## src/rtl/race_ctrl_multi.sv

```systemverilog
// Race sequencing FSM for NUM_CARS independently steered cars.
// It owns the car positions and drives one shared pixel drawer through request/done handshakes.
module race_ctrl_multi #(
    parameter int unsigned NUM_CARS = 2,
    parameter int unsigned SEL_W    = 2,
    parameter int unsigned X_W      = 8,
    parameter int unsigned Y_W      = 7,
    parameter int unsigned X_MIN    = 16,
    parameter int unsigned X_MAX    = 136,
    parameter int unsigned X_STEP   = 8,
    parameter int unsigned LANE_SP  = 32,
    parameter int unsigned Y_START  = 100
) (
    input  logic                clock,
    input  logic                reset,
    input  logic                start,
    input  logic [NUM_CARS-1:0] btn_left,
    input  logic [NUM_CARS-1:0] btn_right,
    input  logic [NUM_CARS-1:0] btn_straight,
    input  logic                frame_tick,
    input  logic                done_bg,
    input  logic                done_draw,
    input  logic                done_erase,
    output logic                draw_bg,
    output logic                draw_car,
    output logic                erase_car,
    output logic [SEL_W-1:0]    car_sel,
    output logic [X_W-1:0]      car_x,
    output logic [Y_W-1:0]      car_y,
    output logic                resetsignal,
    output logic                race_active,
    output logic                finished,
    output logic [SEL_W-1:0]    winner,
    output logic                frame_overrun
);

    typedef enum logic [3:0] {
        S_RESET_SIG, S_IDLE, S_DRAW_BG, S_DRAW_ALL, S_WAIT_FRAME,
        S_SCAN, S_ERASE, S_UPDATE, S_REDRAW, S_CHECK, S_FINISH
    } state_e;

    state_e                          state_q, state_d;
    logic [SEL_W-1:0]                car_sel_q, car_sel_d;
    logic [SEL_W-1:0]                winner_q, winner_d;
    logic [NUM_CARS-1:0][X_W-1:0]    x_q, x_d;
    logic [NUM_CARS-1:0][Y_W-1:0]    y_q, y_d;
    logic [NUM_CARS-1:0]             pl_q, pl_d, pr_q, pr_d;
    logic [NUM_CARS-1:0]             ml_q, ml_d, mr_q, mr_d, ms_q, ms_d;
    logic [NUM_CARS-1:0]             bl_q, bl_qq, br_q, br_qq;
    logic [NUM_CARS-1:0]             rise_l, rise_r;
    logic                            draw_bg_q, draw_car_q, erase_car_q;
    logic                            resetsignal_q, race_active_q, finished_q, overrun_q;

    logic [X_W-1:0] sel_x, nx;
    logic [Y_W-1:0] sel_y, ny;
    logic           sel_l, sel_r, sel_s, has_move, last_car, any_fin, in_race;
    logic [SEL_W-1:0] win_idx;

    assign rise_l   = bl_q & ~bl_qq;
    assign rise_r   = br_q & ~br_qq;
    assign last_car = (car_sel_q == SEL_W'(NUM_CARS - 1));
    assign in_race  = (state_q != S_RESET_SIG) && (state_q != S_IDLE);

    // Selected car's position and the saturated position its snapshot move would produce.
    always_comb begin
        sel_x = x_q[0];
        sel_y = y_q[0];
        sel_l = ml_q[0];
        sel_r = mr_q[0];
        sel_s = ms_q[0];
        for (int i = 0; i < NUM_CARS; i++) begin
            if (car_sel_q == SEL_W'(i)) begin
                sel_x = x_q[i];
                sel_y = y_q[i];
                sel_l = ml_q[i];
                sel_r = mr_q[i];
                sel_s = ms_q[i];
            end
        end
        nx = sel_x;
        if (sel_l && !sel_r) begin
            nx = (sel_x < X_W'(X_MIN + X_STEP)) ? X_W'(X_MIN) : sel_x - X_W'(X_STEP);
        end else if (sel_r && !sel_l) begin
            nx = (sel_x > X_W'(X_MAX - X_STEP)) ? X_W'(X_MAX) : sel_x + X_W'(X_STEP);
        end
        ny       = (sel_s && (sel_y != '0)) ? sel_y - Y_W'(1) : sel_y;
        has_move = (nx != sel_x) || (ny != sel_y);
    end

    // Lowest-index car sitting on the finish line.
    always_comb begin
        any_fin = 1'b0;
        win_idx = '0;
        for (int i = NUM_CARS - 1; i >= 0; i--) begin
            if (y_q[i] == '0) begin
                any_fin = 1'b1;
                win_idx = SEL_W'(i);
            end
        end
    end

    always_comb begin
        state_d   = state_q;
        car_sel_d = car_sel_q;
        winner_d  = winner_q;
        x_d       = x_q;
        y_d       = y_q;
        pl_d      = pl_q | rise_l;
        pr_d      = pr_q | rise_r;
        ml_d      = ml_q;
        mr_d      = mr_q;
        ms_d      = ms_q;
        unique case (state_q)
            S_RESET_SIG: state_d = S_IDLE;
            S_IDLE: begin
                if (start) begin
                    for (int i = 0; i < NUM_CARS; i++) begin
                        x_d[i] = X_W'(X_MIN + i * LANE_SP);
                        y_d[i] = Y_W'(Y_START);
                    end
                    pl_d     = '0;
                    pr_d     = '0;
                    winner_d = '0;
                    state_d  = S_DRAW_BG;
                end
            end
            S_DRAW_BG: begin
                if (done_bg) begin
                    car_sel_d = '0;
                    state_d   = S_DRAW_ALL;
                end
            end
            S_DRAW_ALL: begin
                if (done_draw) begin
                    if (last_car) state_d = S_WAIT_FRAME;
                    else          car_sel_d = car_sel_q + SEL_W'(1);
                end
            end
            S_WAIT_FRAME: begin
                if (frame_tick) begin
                    ml_d      = pl_q | rise_l;
                    mr_d      = pr_q | rise_r;
                    ms_d      = btn_straight;
                    pl_d      = '0;
                    pr_d      = '0;
                    car_sel_d = '0;
                    state_d   = S_SCAN;
                end
            end
            S_SCAN: begin
                if (has_move)      state_d = S_ERASE;
                else if (last_car) state_d = S_CHECK;
                else               car_sel_d = car_sel_q + SEL_W'(1);
            end
            S_ERASE: if (done_erase) state_d = S_UPDATE;
            S_UPDATE: begin
                for (int i = 0; i < NUM_CARS; i++) begin
                    if (car_sel_q == SEL_W'(i)) begin
                        x_d[i] = nx;
                        y_d[i] = ny;
                    end
                end
                state_d = S_REDRAW;
            end
            S_REDRAW: begin
                if (done_draw) begin
                    if (last_car) state_d = S_CHECK;
                    else begin
                        car_sel_d = car_sel_q + SEL_W'(1);
                        state_d   = S_SCAN;
                    end
                end
            end
            S_CHECK: begin
                if (any_fin) begin
                    winner_d = win_idx;
                    state_d  = S_FINISH;
                end else begin
                    state_d = S_WAIT_FRAME;
                end
            end
            S_FINISH: state_d = S_FINISH;
            default:  state_d = S_RESET_SIG;
        endcase
        // Dropping start abandons the race and any outstanding handshake.
        if (in_race && !start) state_d = S_RESET_SIG;
    end

    always_ff @(posedge clock) begin
        if (reset) begin
            state_q       <= S_RESET_SIG;
            car_sel_q     <= '0;
            winner_q      <= '0;
            for (int i = 0; i < NUM_CARS; i++) begin
                x_q[i] <= X_W'(X_MIN + i * LANE_SP);
                y_q[i] <= Y_W'(Y_START);
            end
            pl_q          <= '0;
            pr_q          <= '0;
            ml_q          <= '0;
            mr_q          <= '0;
            ms_q          <= '0;
            bl_q          <= '0;
            bl_qq         <= '0;
            br_q          <= '0;
            br_qq         <= '0;
            draw_bg_q     <= 1'b0;
            draw_car_q    <= 1'b0;
            erase_car_q   <= 1'b0;
            resetsignal_q <= 1'b1;
            race_active_q <= 1'b0;
            finished_q    <= 1'b0;
            overrun_q     <= 1'b0;
        end else begin
            state_q       <= state_d;
            car_sel_q     <= car_sel_d;
            winner_q      <= winner_d;
            x_q           <= x_d;
            y_q           <= y_d;
            pl_q          <= pl_d;
            pr_q          <= pr_d;
            ml_q          <= ml_d;
            mr_q          <= mr_d;
            ms_q          <= ms_d;
            bl_q          <= btn_left;
            bl_qq         <= bl_q;
            br_q          <= btn_right;
            br_qq         <= br_q;
            draw_bg_q     <= (state_d == S_DRAW_BG);
            draw_car_q    <= (state_d == S_DRAW_ALL) || (state_d == S_REDRAW);
            erase_car_q   <= (state_d == S_ERASE);
            resetsignal_q <= (state_d == S_RESET_SIG);
            race_active_q <= (state_d != S_RESET_SIG) && (state_d != S_IDLE);
            finished_q    <= (state_d == S_FINISH);
            overrun_q     <= frame_tick && (state_q != S_WAIT_FRAME);
        end
    end

    assign draw_bg       = draw_bg_q;
    assign draw_car      = draw_car_q;
    assign erase_car     = erase_car_q;
    assign car_sel       = car_sel_q;
    assign car_x         = sel_x;
    assign car_y         = sel_y;
    assign resetsignal   = resetsignal_q;
    assign race_active   = race_active_q;
    assign finished      = finished_q;
    assign winner        = winner_q;
    assign frame_overrun = overrun_q;

endmodule

```

## config.mk

```make
export PLATFORM = sky130hd
export DESIGN_NAME = race_ctrl_multi
export DESIGN_NICKNAME = d
export VERILOG_FILES = /design/src/rtl/race_ctrl_multi.sv
export SDC_FILE = /design/constraint.sdc
export NUM_CORES = 1
export LEC_CHECK = 0
export BUFFER_PORTS_ARGS = -buffer_cell sky130_fd_sc_hd__buf_2
export CORE_ASPECT_RATIO = 2
export CORE_MARGIN = 2
export CORE_UTILIZATION = 40
export DETAILED_ROUTE_END_ITERATION = 8
export GPL_ROUTABILITY_DRIVEN = 0
export GPL_TIMING_DRIVEN = 1
export SLEW_MARGIN = 20
export SYNTH_ARGS = -nofsm -noshare
export SYNTH_HDL_FRONTEND = slang
export SYNTH_SLANG_ARGS = --single-unit
```

## constraint.sdc

```tcl
create_clock -name clock -period 8.3 [get_ports clock]
set_input_delay 0.415 -clock clock [delete_from_list [all_inputs] [get_ports clock]]
set_output_delay 0.415 -clock clock [all_outputs]
set_load 0.01 [all_outputs]
```

== Word level (Yosys, flattened, before mapping) ==
Cells that the tools add are included.

* Multiplexer cells: 50
* Shift-type cells: 0
* Multipliers: 0
* $lt $le $gt $ge: 2
* Equal/unequal tests: 29
* Add/subtract/negate cells: 4
* Bitwise gates (word level): 6
* Div/mod/pow operators: 0
* Reduce and logical (&&, ||, !) cells: 29

{| class="wikitable"
|+ Operators with widths
! operator !! number
|-
| 2-to-1 mux 8 bit || 7
|-
| 2-to-1 mux 4 bit || 12
|-
| one-hot mux 4 bit (11 select lines) || 1
|-
| one-hot mux 16 bit (2 select lines) || 1
|-
| 2-to-1 mux 7 bit || 4
|-
| one-hot mux 14 bit (2 select lines) || 1
|-
| 2-to-1 mux 2 bit || 12
|-
| equality test 4 x 3 -> 1 bit, second input constant || 5
|-
| equality test 4 bit, second input constant || 5
|-
| equality test 4 x 2 -> 1 bit, second input constant || 4
|-
| 2-to-1 mux 16 bit || 1
|-
| zero test 7 bit || 2
|-
| 2-to-1 mux 14 bit || 1
|-
| != test 2 bit, second input constant || 7
|-
| one-hot mux 2 bit (2 select lines) || 3
|-
| nonzero test 4 bit || 3
|-
| AND reduction 3 bit || 3
|-
| adder 8 x 4 -> 8 bit, second input constant || 1
|-
| > comparator 8 bit, second input constant || 1
|-
| zero test 4 bit || 2
|-
| < comparator 8 x 5 -> 1 bit, second input constant || 1
|-
| != test 4 x 1 -> 1 bit, second input constant || 2
|-
| != test 8 bit || 1
|-
| one-hot mux 2 bit (4 select lines) || 1
|-
| other kinds (21) || 39
|}

* Register bits after elaboration: 63
* Memory bits (writable): 0
* Memories kept: 0
* Output and inout port bits: 26
* ROM bits: 0
* Bits in latches: 0
* Input port bits: 13
* Logic and storage cells: 143

== Depth between registers and ports, before layout ==
* Depth in word-level cells: 13
* Mapped depth: 13
* Depth with buffers taken out: 11

== Worst setup path after synthesis ==
Ideal clock, no wire load.

* Path kind: register to register
* From: reg car_sel_q[0], in the netlist car_sel[0]
* To: reg finished_q, in the netlist finished
* Library setup time: 0.087 ns
* Arrival: 2.837 ns
* Buffers on the path: 2
* Path slack: 5.375 ns
* Stages on the path, launching flop included: 13
* Period minus slack after synthesis: 2.925 ns
* Path through: dfxtp_1 -> ha_1 -> buf_6 -> buf_2 -> mux2_2 -> ha_1 -> o21ai_0 -> o31ai_1 -> a311o_1 -> nand3_1 -> a31oi_4 -> or2_1 -> nor4b_2

* Cells in the longest elaborated chain, start to end: 12
* Elaborated cells on any way between the ends: 34
* Those cells by class: add/sub: 3; order compare: 2; eq/ne: 4; mux: 18; reduce/logical: 7

{| class="wikitable"
|+ Ends and longest elaborated chain
! what !! RTL line !! text
|-
| from (decl) || 43 || <nowiki>logic [SEL_W-1:0] car_sel_q, car_sel_d;</nowiki>
|-
| from (signal assigned) || 216 || <nowiki>car_sel_q <= car_sel_d;</nowiki>
|-
| equality test 2 x 1 -> 1 bit * || 61, 72 ||
|-
| 2-to-1 mux 8 bit / 2-to-1 mux 1 bit (equally long branches) || 72 || <nowiki>if (car_sel_q == SEL_W'(i)) begin</nowiki>
|-
| adder 8 x 4 -> 8 bit (tied with other cells) || 84 || <nowiki>nx = (sel_x > X_W'(X_MAX - X_STEP)) ? X_W'(X_MAX) : sel_x + X_W'(X_STEP);</nowiki>
|-
| 2-to-1 mux 8 bit / logical AND 1 bit (equally long branches) || 84, 83 ||
|-
| 2-to-1 mux 8 bit || 83 || <nowiki>end else if (sel_r && !sel_l) begin</nowiki>
|-
| 2-to-1 mux 8 bit || 81 || <nowiki>if (sel_l && !sel_r) begin</nowiki>
|-
| != test 8 bit || 87 || <nowiki>has_move = (nx != sel_x) || (ny != sel_y);</nowiki>
|-
| logical OR 1 bit || 87 ||
|-
| 2-to-1 mux 4 bit || 151 || <nowiki>if (has_move) state_d = S_ERASE;</nowiki>
|-
| one-hot mux 4 bit (11 select lines) * || 113 || <nowiki>unique case (state_q)</nowiki>
|-
| 2-to-1 mux 4 bit * || 186 || <nowiki>if (in_race && !start) state_d = S_RESET_SIG;</nowiki>
|-
| equality test 4 bit * || 234 || <nowiki>finished_q <= (state_d == S_FINISH);</nowiki>
|-
| to (signal assigned) || 234 ||
|-
| to (decl) || 52 || <nowiki>logic resetsignal_q, race_active_q, finished_q, overrun_q;</nowiki>
|}

Every way passes the cells marked *; elsewhere a longest branch is shown, timed or not.
A chain may end at the register's enable or synchronous reset.

== Worst setup path after layout ==
* From: reg car_sel_q[1], in the netlist car_sel[1]
* To: reg race_active_q, in the netlist race_active

* Cells in the longest elaborated chain, start to end: 13
* Elaborated cells on any way between the ends: 36
* Those cells by class: add/sub: 3; order compare: 2; eq/ne: 4; mux: 18; reduce/logical: 9

{| class="wikitable"
|+ Ends and longest elaborated chain
! what !! RTL line !! text
|-
| equality test 2 x 1 -> 1 bit * || 61, 72 ||
|-
| 2-to-1 mux 8 bit / 2-to-1 mux 1 bit (equally long branches) || 72 ||
|-
| adder 8 x 4 -> 8 bit (tied with other cells) || 84 ||
|-
| 2-to-1 mux 8 bit / logical AND 1 bit (equally long branches) || 84, 83 ||
|-
| 2-to-1 mux 8 bit || 83 ||
|-
| 2-to-1 mux 8 bit || 81 ||
|-
| != test 8 bit || 87 ||
|-
| logical OR 1 bit || 87 ||
|-
| 2-to-1 mux 4 bit || 151 ||
|-
| one-hot mux 4 bit (11 select lines) * || 113 ||
|-
| 2-to-1 mux 4 bit * || 186 ||
|-
| != test 4 x 1 -> 1 bit / nonzero test 4 bit (equally long branches) || 233 || <nowiki>race_active_q <= (state_d != S_RESET_SIG) && (state_d != S_IDLE);</nowiki>
|-
| logical AND 1 bit * || 233 ||
|-
| to (signal assigned) || 233 ||
|-
| to (decl) || 52 ||
|}

Marked as above.

==> results.cfg <==
[grt]
grt_pass1_vias = 3205
grt_overflow = 0
grt_use_total = 0.206
antenna_found_initial = 0
grt_max_degree = 41
grt_pass1_wl_um = 15400

[worst_setup_path]
worstReg2RegStart = car_sel[1]$_SDFFE_PP0P_
critical_path.max_fanout = 40
worstPathRequired_ns = 8.48
worstSetupPathType = reg2reg
arrival_ns = 3.67
end_kind = flip-flop
crit_path_start_kind = flip-flop
crit_start = car_sel[1]$_SDFFE_PP0P_
r2r_cells = 11

[synth]
avgSynthCellArea_um2 = 8.13
synth_flop_cell = dfxtp_1
async_reset_ff_frac = 0
syn_inst = 434
ys_seq_elements = 62
synth-seq-area-share = 0.352
yosys_warnings = 0
ys_top_cells_by_area = dfxtp_1, nor2_1, mux2i_1
synth_cell_types = 66
synth_edf_count = 0
netlist_area_um2 = 3530
yosysTopAreaCell = dfxtp_1
synth_top_cell_area_share = 0.352
syn-num-nets = 451

[min_path]
whs_path_depth = 2
min_path_type = in2reg
min-delay-start = btn_right[0]

[detailed_routing]
firstDrtPassIters = 5
wl_per_cell_um = 16.7
dr.max_layer_used = met4
met2WireLength_um = 5070
drcViolationCount = 0
postRouteAntennaNets = 0
wl_met3_um = 416
wl_met1_um = 3460
drt_iter0_markers = 192
post_drt_via_cell_ratio = 5.84
vias = 3297
routed_wl_um = 9460

[power_and_ir_drop]
ir_drop_v = 0.000115
powerDensity_nw_per_um2 = 189
leakage_nw = 1.62

[timing]
fmax_mhz = 287
period_needed_ns = 3.48
slew_headroom = 0.411
clock-skew-final_ns = 0.00460
rsz0062_at_grt = false
tightest_slew_ns = 0.880
drv_slew = 0
fin_crit_sh = 0.420
finalHoldViolations = 0
fin_tns_setup_ns = 0
setup_viol = 0
setup_ws_ns = 4.82

[clocking]
post_cts_buffers = 0
cts_tree = done
cts.path.max_buffers = 2
holdBufCountCts = 0
cts_buffers = 9
path_clk_slew_ns = 0.05
clockRootBuffer = clkbuf_16
cts_max_level = 3
post_cts_resized = 0
clkSinkCount = 62
clk_latency_ns = 0.33

[placement]
dp_slack_ns = 4.87
port_buffers = 37
placed_area_um2 = 3760
dp_hpwl_um = 6910

[run]
cap_violations = 0

[finish]
areaGrowthSynthToFinish_pct = 14.7
layout.nets = 477
drive_above_1_share = 0.176
fin_util = 0.471
nFillCells = 867
design_area_um2 = 4050
n_antenna_cell = 0

[floorplanning]
die_w_um = 70.4
io_pins = 39
die_y_um = 137
fp.dieArea_um2 = 9630
start_util = 0.411
row_count = 48
coreArea_um2 = 8590

[outcome]
status = finished, final reports clean
metal layers:
layer  vias to the layer above  GRT usage
li1                       1603          -
met2                       102      0.383
met4                         0      0.151
met1                      1558      0.199
met5                         -          0
met3                        34     0.0346
worst paths after layout:
path / end / slack (ns)
setup / recovery: race_active$_SDFF_PP0_ / 4.82
hold / removal: br_q[0]$_SDFF_PP0_ / 0.29
setup reg to reg: race_active$_SDFF_PP0_ / 4.82
hold reg to reg: pl_q[1]$_SDFF_PP0_ / 0.46
worst max-delay path, cell delays in order (launching register included):
cell and delay [ns]:
dfxtp_1 0.34, inv_1 0.08, ha_1 0.18, buf_4 0.26, and3b_1 0.26, nor2_1 0.69
a21oi_1 0.26, a221oi_2 0.37, and3_1 0.24, a31oi_4 0.15, o311ai_4 0.40, o21ai_1 0.11
Yosys cell counts (all sizes together), types with 4 or more instances:
cell type,count
or2,5
inv,18
nand3,12
ha,4
clkbuf,20
and3,6
dfxtp,62
o21ai,16
mux2i,20
mux2,12
o211ai,11
buf,5
a21oi,32
nand2,33
nor3b,8
nor3,21
nor2b,13
nor4,7
nand2b,6
nor2,62
a211oi,4
xnor2,5
power by group:
part	total, mW	leakage, nW	internal (mW)	switching, mW
combinational	0.0873	0.971	0.0330	0.0543
sequential	0.323	0.505	0.310	0.0123
clock	0.355	0.142	0.225	0.129
final cells by class:
class | instances | area, um2 | share of cell area
sequential | 62 | 1240 | 0.307
tap | 100 | 125 | 0.0309
timing repair buffer | 40 | 208 | 0.0513
inverter | 18 | 67.6 | 0.0167
clock inverter | 3 | 17.5 | 0.00433
clock buffer | 13 | 270 | 0.0668
multi-input combinational | 329 | 2120 | 0.523
per-stage QoR:
step	hold WS (ns)	instances	power [mW]
2_1_floorplan	0.424	434	0.390
3_3_place_gp	0.438	549	0.415
3_5_place_dp	0.454	549	0.416
4_1_cts	0.290	565	0.770
5_1_grt	0.304	565	0.795
6_report	0.294	565	0.765
flip-flops by register name, summed over array words and instances, names as in the netlist, 2 cells and up:
signal,cells
pl_q,2
pr_q,2
car_sel,2
y_q,14
bl_qq,2
mr_q,2
br_qq,2
br_q,2
bl_q,2
x_q,16
ml_q,2
ms_q,2
state_q,4
layout by cell type, fill, tap and decap left out, types with 8 or more instances in the layout:
cell / count
nor2_1: 62
o211ai_1: 10
inv_1: 18
a21oi_1: 31
nand2_1: 33
dfxtp_1: 62
o21ai_0: 13
clkbuf_16: 9
mux2i_1: 19
nor3b_1: 8
nor3_1: 21
buf_2: 37
nand3_1: 12
nor2b_1: 13
mux2_2: 12
cell families after synthesis:
logic type,Yosys count,share of synthesized area
xor gates and xnor gates,6,0.0149
DFF,62,0.352
buffers and inverters,43,0.0500
AOI/OAI and AO/OA,96,0.198
and+or+nand+nor,190,0.272
adders and majority gates,4,0.0142
muxes,32,0.0986
other,1,0.00106
Power figures use the tool's default switching activity.
